File: config.mk
export PLATFORM = sky130hd
export DESIGN_NAME = bus_share_arbiter
export DESIGN_NICKNAME = d
export VERILOG_FILES = /design/src/rtl/bus_share_arbiter.sv
export SDC_FILE = /design/constraint.sdc
export NUM_CORES = 1
export LEC_CHECK = 0
export CAP_MARGIN = 20
export CORE_ASPECT_RATIO = 1.1
export CORE_MARGIN = 5
export CORE_UTILIZATION = 38
export DETAILED_ROUTE_END_ITERATION = 8
export GPL_ROUTABILITY_DRIVEN = 0
export GPL_TIMING_DRIVEN = 1
export PLACE_DENSITY = 0.76
export SETUP_SLACK_MARGIN = 0.15
export SYNTH_ARGS = -nofsm -noshare
export SYNTH_HDL_FRONTEND = slang
export SYNTH_SLANG_ARGS = --single-unit
File: constraint.sdc
create_clock -name clk -period 1.9 [get_ports clk]
set_clock_uncertainty 0.1 [all_clocks]
set_input_delay 0.475 -clock clk [delete_from_list [all_inputs] [get_ports clk]]
set_output_delay 0.475 -clock clk [all_outputs]
set_load 0.1 [all_outputs]
File: src/rtl/bus_share_arbiter.sv
// Two-requester round-robin arbiter driving a shared 2:1 datapath select
// and a one-entry registered output stage with per-requester counters.
module bus_share_arbiter #(
  parameter int WIDTH = 32,
  parameter int CNT_W = 16
) (
  input  logic             clk,
  input  logic             reset,
  input  logic             a_valid,
  input  logic [WIDTH-1:0] a_data,
  output logic             a_ready,
  input  logic             b_valid,
  input  logic [WIDTH-1:0] b_data,
  output logic             b_ready,
  output logic             sel,
  output logic             out_valid,
  output logic [WIDTH-1:0] out_data,
  output logic             out_src,
  input  logic             out_ready,
  output logic [CNT_W-1:0] cnt_a,
  output logic [CNT_W-1:0] cnt_b
);

  logic             out_valid_q;
  logic [WIDTH-1:0] out_data_q;
  logic             out_src_q;
  logic             last_grant_q;
  logic [CNT_W-1:0] cnt_a_q;
  logic [CNT_W-1:0] cnt_b_q;

  logic             out_valid_d;
  logic [WIDTH-1:0] out_data_d;
  logic             out_src_d;
  logic             last_grant_d;
  logic [CNT_W-1:0] cnt_a_d;
  logic [CNT_W-1:0] cnt_b_d;

  logic             can_load;
  logic             sel_w;
  logic             a_acc;
  logic             b_acc;

  assign can_load = !out_valid_q || out_ready;

  // Ties go to whoever was not granted last; idle holds the last grant.
  always_comb begin
    sel_w = last_grant_q;
    unique case (1'b1)
      (a_valid && !b_valid): sel_w = 1'b1;
      (!a_valid && b_valid): sel_w = 1'b0;
      (a_valid && b_valid):  sel_w = !last_grant_q;
      default:               sel_w = last_grant_q;
    endcase
  end

  assign a_acc = !reset && can_load && a_valid && sel_w;
  assign b_acc = !reset && can_load && b_valid && !sel_w;

  always_comb begin
    out_valid_d  = out_valid_q;
    out_data_d   = out_data_q;
    out_src_d    = out_src_q;
    last_grant_d = last_grant_q;
    cnt_a_d      = cnt_a_q;
    cnt_b_d      = cnt_b_q;
    if (a_acc || b_acc) begin
      out_valid_d  = 1'b1;
      out_data_d   = sel_w ? a_data : b_data;
      out_src_d    = sel_w;
      last_grant_d = sel_w;
      if (a_acc && !(&cnt_a_q)) begin
        cnt_a_d = cnt_a_q + CNT_W'(1);
      end
      if (b_acc && !(&cnt_b_q)) begin
        cnt_b_d = cnt_b_q + CNT_W'(1);
      end
    end else if (out_valid_q && out_ready) begin
      out_valid_d = 1'b0;
    end
  end

  always_ff @(posedge clk) begin
    if (reset) begin
      out_valid_q  <= 1'b0;
      out_data_q   <= '0;
      out_src_q    <= 1'b0;
      last_grant_q <= 1'b0;
      cnt_a_q      <= '0;
      cnt_b_q      <= '0;
    end else begin
      out_valid_q  <= out_valid_d;
      out_data_q   <= out_data_d;
      out_src_q    <= out_src_d;
      last_grant_q <= last_grant_d;
      cnt_a_q      <= cnt_a_d;
      cnt_b_q      <= cnt_b_d;
    end
  end

  assign sel       = sel_w;
  assign a_ready   = a_acc;
  assign b_ready   = b_acc;
  assign out_valid = out_valid_q;
  assign out_data  = out_data_q;
  assign out_src   = out_src_q;
  assign cnt_a     = cnt_a_q;
  assign cnt_b     = cnt_b_q;

endmodule

==> impl_metrics.tcl, run 1 <==
set metrics [dict create \
    syn-num-nets 441 \
    cts_tree "built" \
    dpl_worst_slack_ps -476 \
    drt_wl_total_mm 11.6 \
    power_frac_seq 0.364 \
    final_nets 614 \
    pwr_density_cell_mw_per_mm2 659 \
    timing.fmax_mhz 531 \
    worst_slew_pin_slew_ps 517 \
    critical_path_required_ps 1320 \
    layout_min_cycle_time_ps 1880 \
    grt_max_degree 48 \
    overflow 0 \
    die_y_um 105 \
    setup_ws_ps 16.6 \
    clockBufferDepth 2 \
    switching_share 0.371 \
    synth-async-reset-ratio 0 \
    synthDominantCellAreaShare 0.420 \
    start_kind "flip-flop" \
    critPathCaptureType "output pin" \
    rsz0062_at_grt "yes" \
    tns_ps 0 \
    synth_warnings 0 \
    grt_pass1_vias 3330 \
    relSlewSlack 0.655 \
    routed_via_density 5.32 \
    io_pins 138 \
    clock_power_share 0.271 \
    power_frac_comb 0.365 \
    final_common_cell "buf_12" \
    antennaDiodeCount 0 \
    synth-main-ff-cell "dfxtp_1" \
    dr.pass1.iters 5 \
    ant_nets 0 \
    die_w_um 96.7 \
    mostFrequentLayoutCells "buf_12, nand2_1, clkdlybuf4s50_1, nor2_1, buf_4" \
    synthToLayoutAreaGrowth_pct 99.7 \
    synth-edff-count 0 \
    drv_cap 0 \
    min_path_type "reg2reg" \
    portBuffers 137 \
    drv_slew 0 \
    power.net_switching_mw 1.54 \
    stdcell_area_mm2 0.00628 \
    numClockSinks 66 \
    yosys-top-cells-area "dfxtp_1, a311oi_1, nand2_1, nor2_1, xnor2_1" \
    clk-insertion-delay-late_ps 340 \
    core_mm2 0.00800 \
    layout-drive-gt1-share 0.394 \
    cts-root-buf "clkbuf_8" \
    htreeDepth 3 \
    grtUsageTotal 0.196 \
    rows 34 \
    worst_ep_arrival_time_ps 1310 \
    start_util 0.393 \
    first_iter_violations 141 \
    wire_per_inst_um 17.7 \
    route.detailed.drc 0 \
    syn_inst 370 \
    hold_viol 0 \
    fillers 532 \
    syn_area_mm2 0.00314 \
    grt_pass1_wl_mm 16.6 \
    cts.clk_slew.worst_paths_ps 80 \
    seq_area_frac_synth 0.420 \
    setup_viol 0 \
    internal-power_mw 2.60 \
    antenna_found_initial 0 \
    placed_area_mm2 0.00570 \
    p_leak_nw 2.36 \
    whs_ps 396 \
    ys_types 50 \
    crit_fanout 4 \
    post-synth-top-area-cell "dfxtp_1" \
    vias 3491 \
    avgSynthCellArea_um2 8.49 \
    fin_crit_sh 0.991 \
    numCtsBuffers 9 \
    post-dp-hpwl_mm 7.73 \
    max-vdd-ir-drop_mv 0.411 \
    path_class "reg2out" \
    ys_ff_latch 66 \
    ctsHoldBuffers 0 \
    die-area_mm2 0.0102 \
    outcome "complete, no violations" \
]
==> worst max-delay path, cell delays in order (launching register included) <==
cell and delay, ps:
dfxtp_4 410, nand2b_4 150, nand4b_4 120, clkinvlp_4 120, buf_12 170
==> layout make-up <==
| type | count | area, um^2 | area share |
|---|---|---|---|
| multi-input combinational | 277 | 2000 | 0.319 |
| clock buffer | 14 | 173 | 0.0275 |
| timing repair buffer | 183 | 2480 | 0.395 |
| tap | 108 | 135 | 0.0215 |
| clock inverter | 2 | 11.3 | 0.00179 |
| inverter | 6 | 30.0 | 0.00478 |
| sequential | 66 | 1450 | 0.231 |
==> what timing repair did <==
item                       4_1_cts  5_1_grt
gates resized for setup         16       27
buffers inserted                 4       17
cloned                           0        2
setup endpoints to repair       66       46
pin swaps                        5       24
==> routing by layer <==
metal / wire [um] / global-route usage / part of all wire
met1: 4430 / 0.224 / 0.38
met2: 6280 / 0.348 / 0.54
met3: 713 / 0.0621 / 0.061
met4: 172 / 0.0612 / 0.015
met5: 0 / 0 / 0
==> metrics by stage <==
step	std cells	util	power, mW
finish	656	0.785	4.14
global placement	617	0.713	2.96
global route	656	0.785	4.29
CTS	637	0.743	4.08
detailed placement	617	0.713	2.98
floorplan	370	-	2.35
==> state kept, by name (all words and copies together) (netlist names) <==
name	flops
out_data	32
out_valid	1
cnt_b	16
last_grant_q	1
cnt_a	16
==> worst paths after layout <==
| kind | slack [ps] | start | depth (start not counted) | endpoint |
|---|---|---|---|---|
| max | 20 | last_grant_q | 4 | b_ready |
| min | 400 | cnt_a[3] | 1 | cnt_a[3] |
| max reg2reg | 100 | last_grant_q | 8 | cnt_b[9] |
| min reg2reg | 400 | cnt_a[3] | 1 | cnt_a[3] |
==> cell families (layout without fill, tap and decap cells) <==
group                      after synthesis  in the layout  share of synthesized area
buffers and inverters                   27            205                     0.0390
muxes                                    4              4                     0.0131
AOI/OAI and AO/OA                       47             47                      0.123
adders and majority gates                2              2                    0.00796
and+or+nand+nor                        201            201                      0.332
xor gates and xnor gates                23             23                     0.0641
DFF                                     66             66                      0.420
==> cells in the mapped netlist (2+ instances only) <==
master / instances
nand2_1: 72
dfxtp_1: 66
nor2_1: 62
a311oi_1: 34
xnor2_1: 22
clkbuf_1: 11
nand3_1: 9
nand4_1: 9
nor3_1: 7
nor4_1: 7
inv_1: 6
nor4_2: 6
buf_2: 5
and4_1: 4
a21oi_1: 3
buf_1: 3
mux2i_1: 3
nand2b_2: 3
buf_6: 2
ha_1: 2
nand2_2: 2
nor3_2: 2
nor4_4: 2
o21ai_0: 2
==> power by group through the flow <==
stage | Combinational [mW] | Sequential (mW) | Clock (mW)
6_report | 1.51 | 1.50 | 1.12
5_1_grt | 1.57 | 1.52 | 1.21
4_1_cts | 1.45 | 1.51 | 1.12
3_5_place_dp | 1.44 | 1.54 | 0
3_3_place_gp | 1.42 | 1.54 | 0
2_1_floorplan | 0.298 | 2.05 | 0
(Power assumes the default switching activity.)
==> run 2: changes to the inputs <==
--- a/config.mk
+++ b/config.mk
@@ -10,7 +10,6 @@
 export CORE_MARGIN = 5
 export CORE_UTILIZATION = 38
 export DETAILED_ROUTE_END_ITERATION = 8
-export GPL_ROUTABILITY_DRIVEN = 0
 export GPL_TIMING_DRIVEN = 1
 export PLACE_DENSITY = 0.76
 export SETUP_SLACK_MARGIN = 0.15
==> results of run 2 <==
The final DEF is identical to that of run 1; final timing and power are the same.
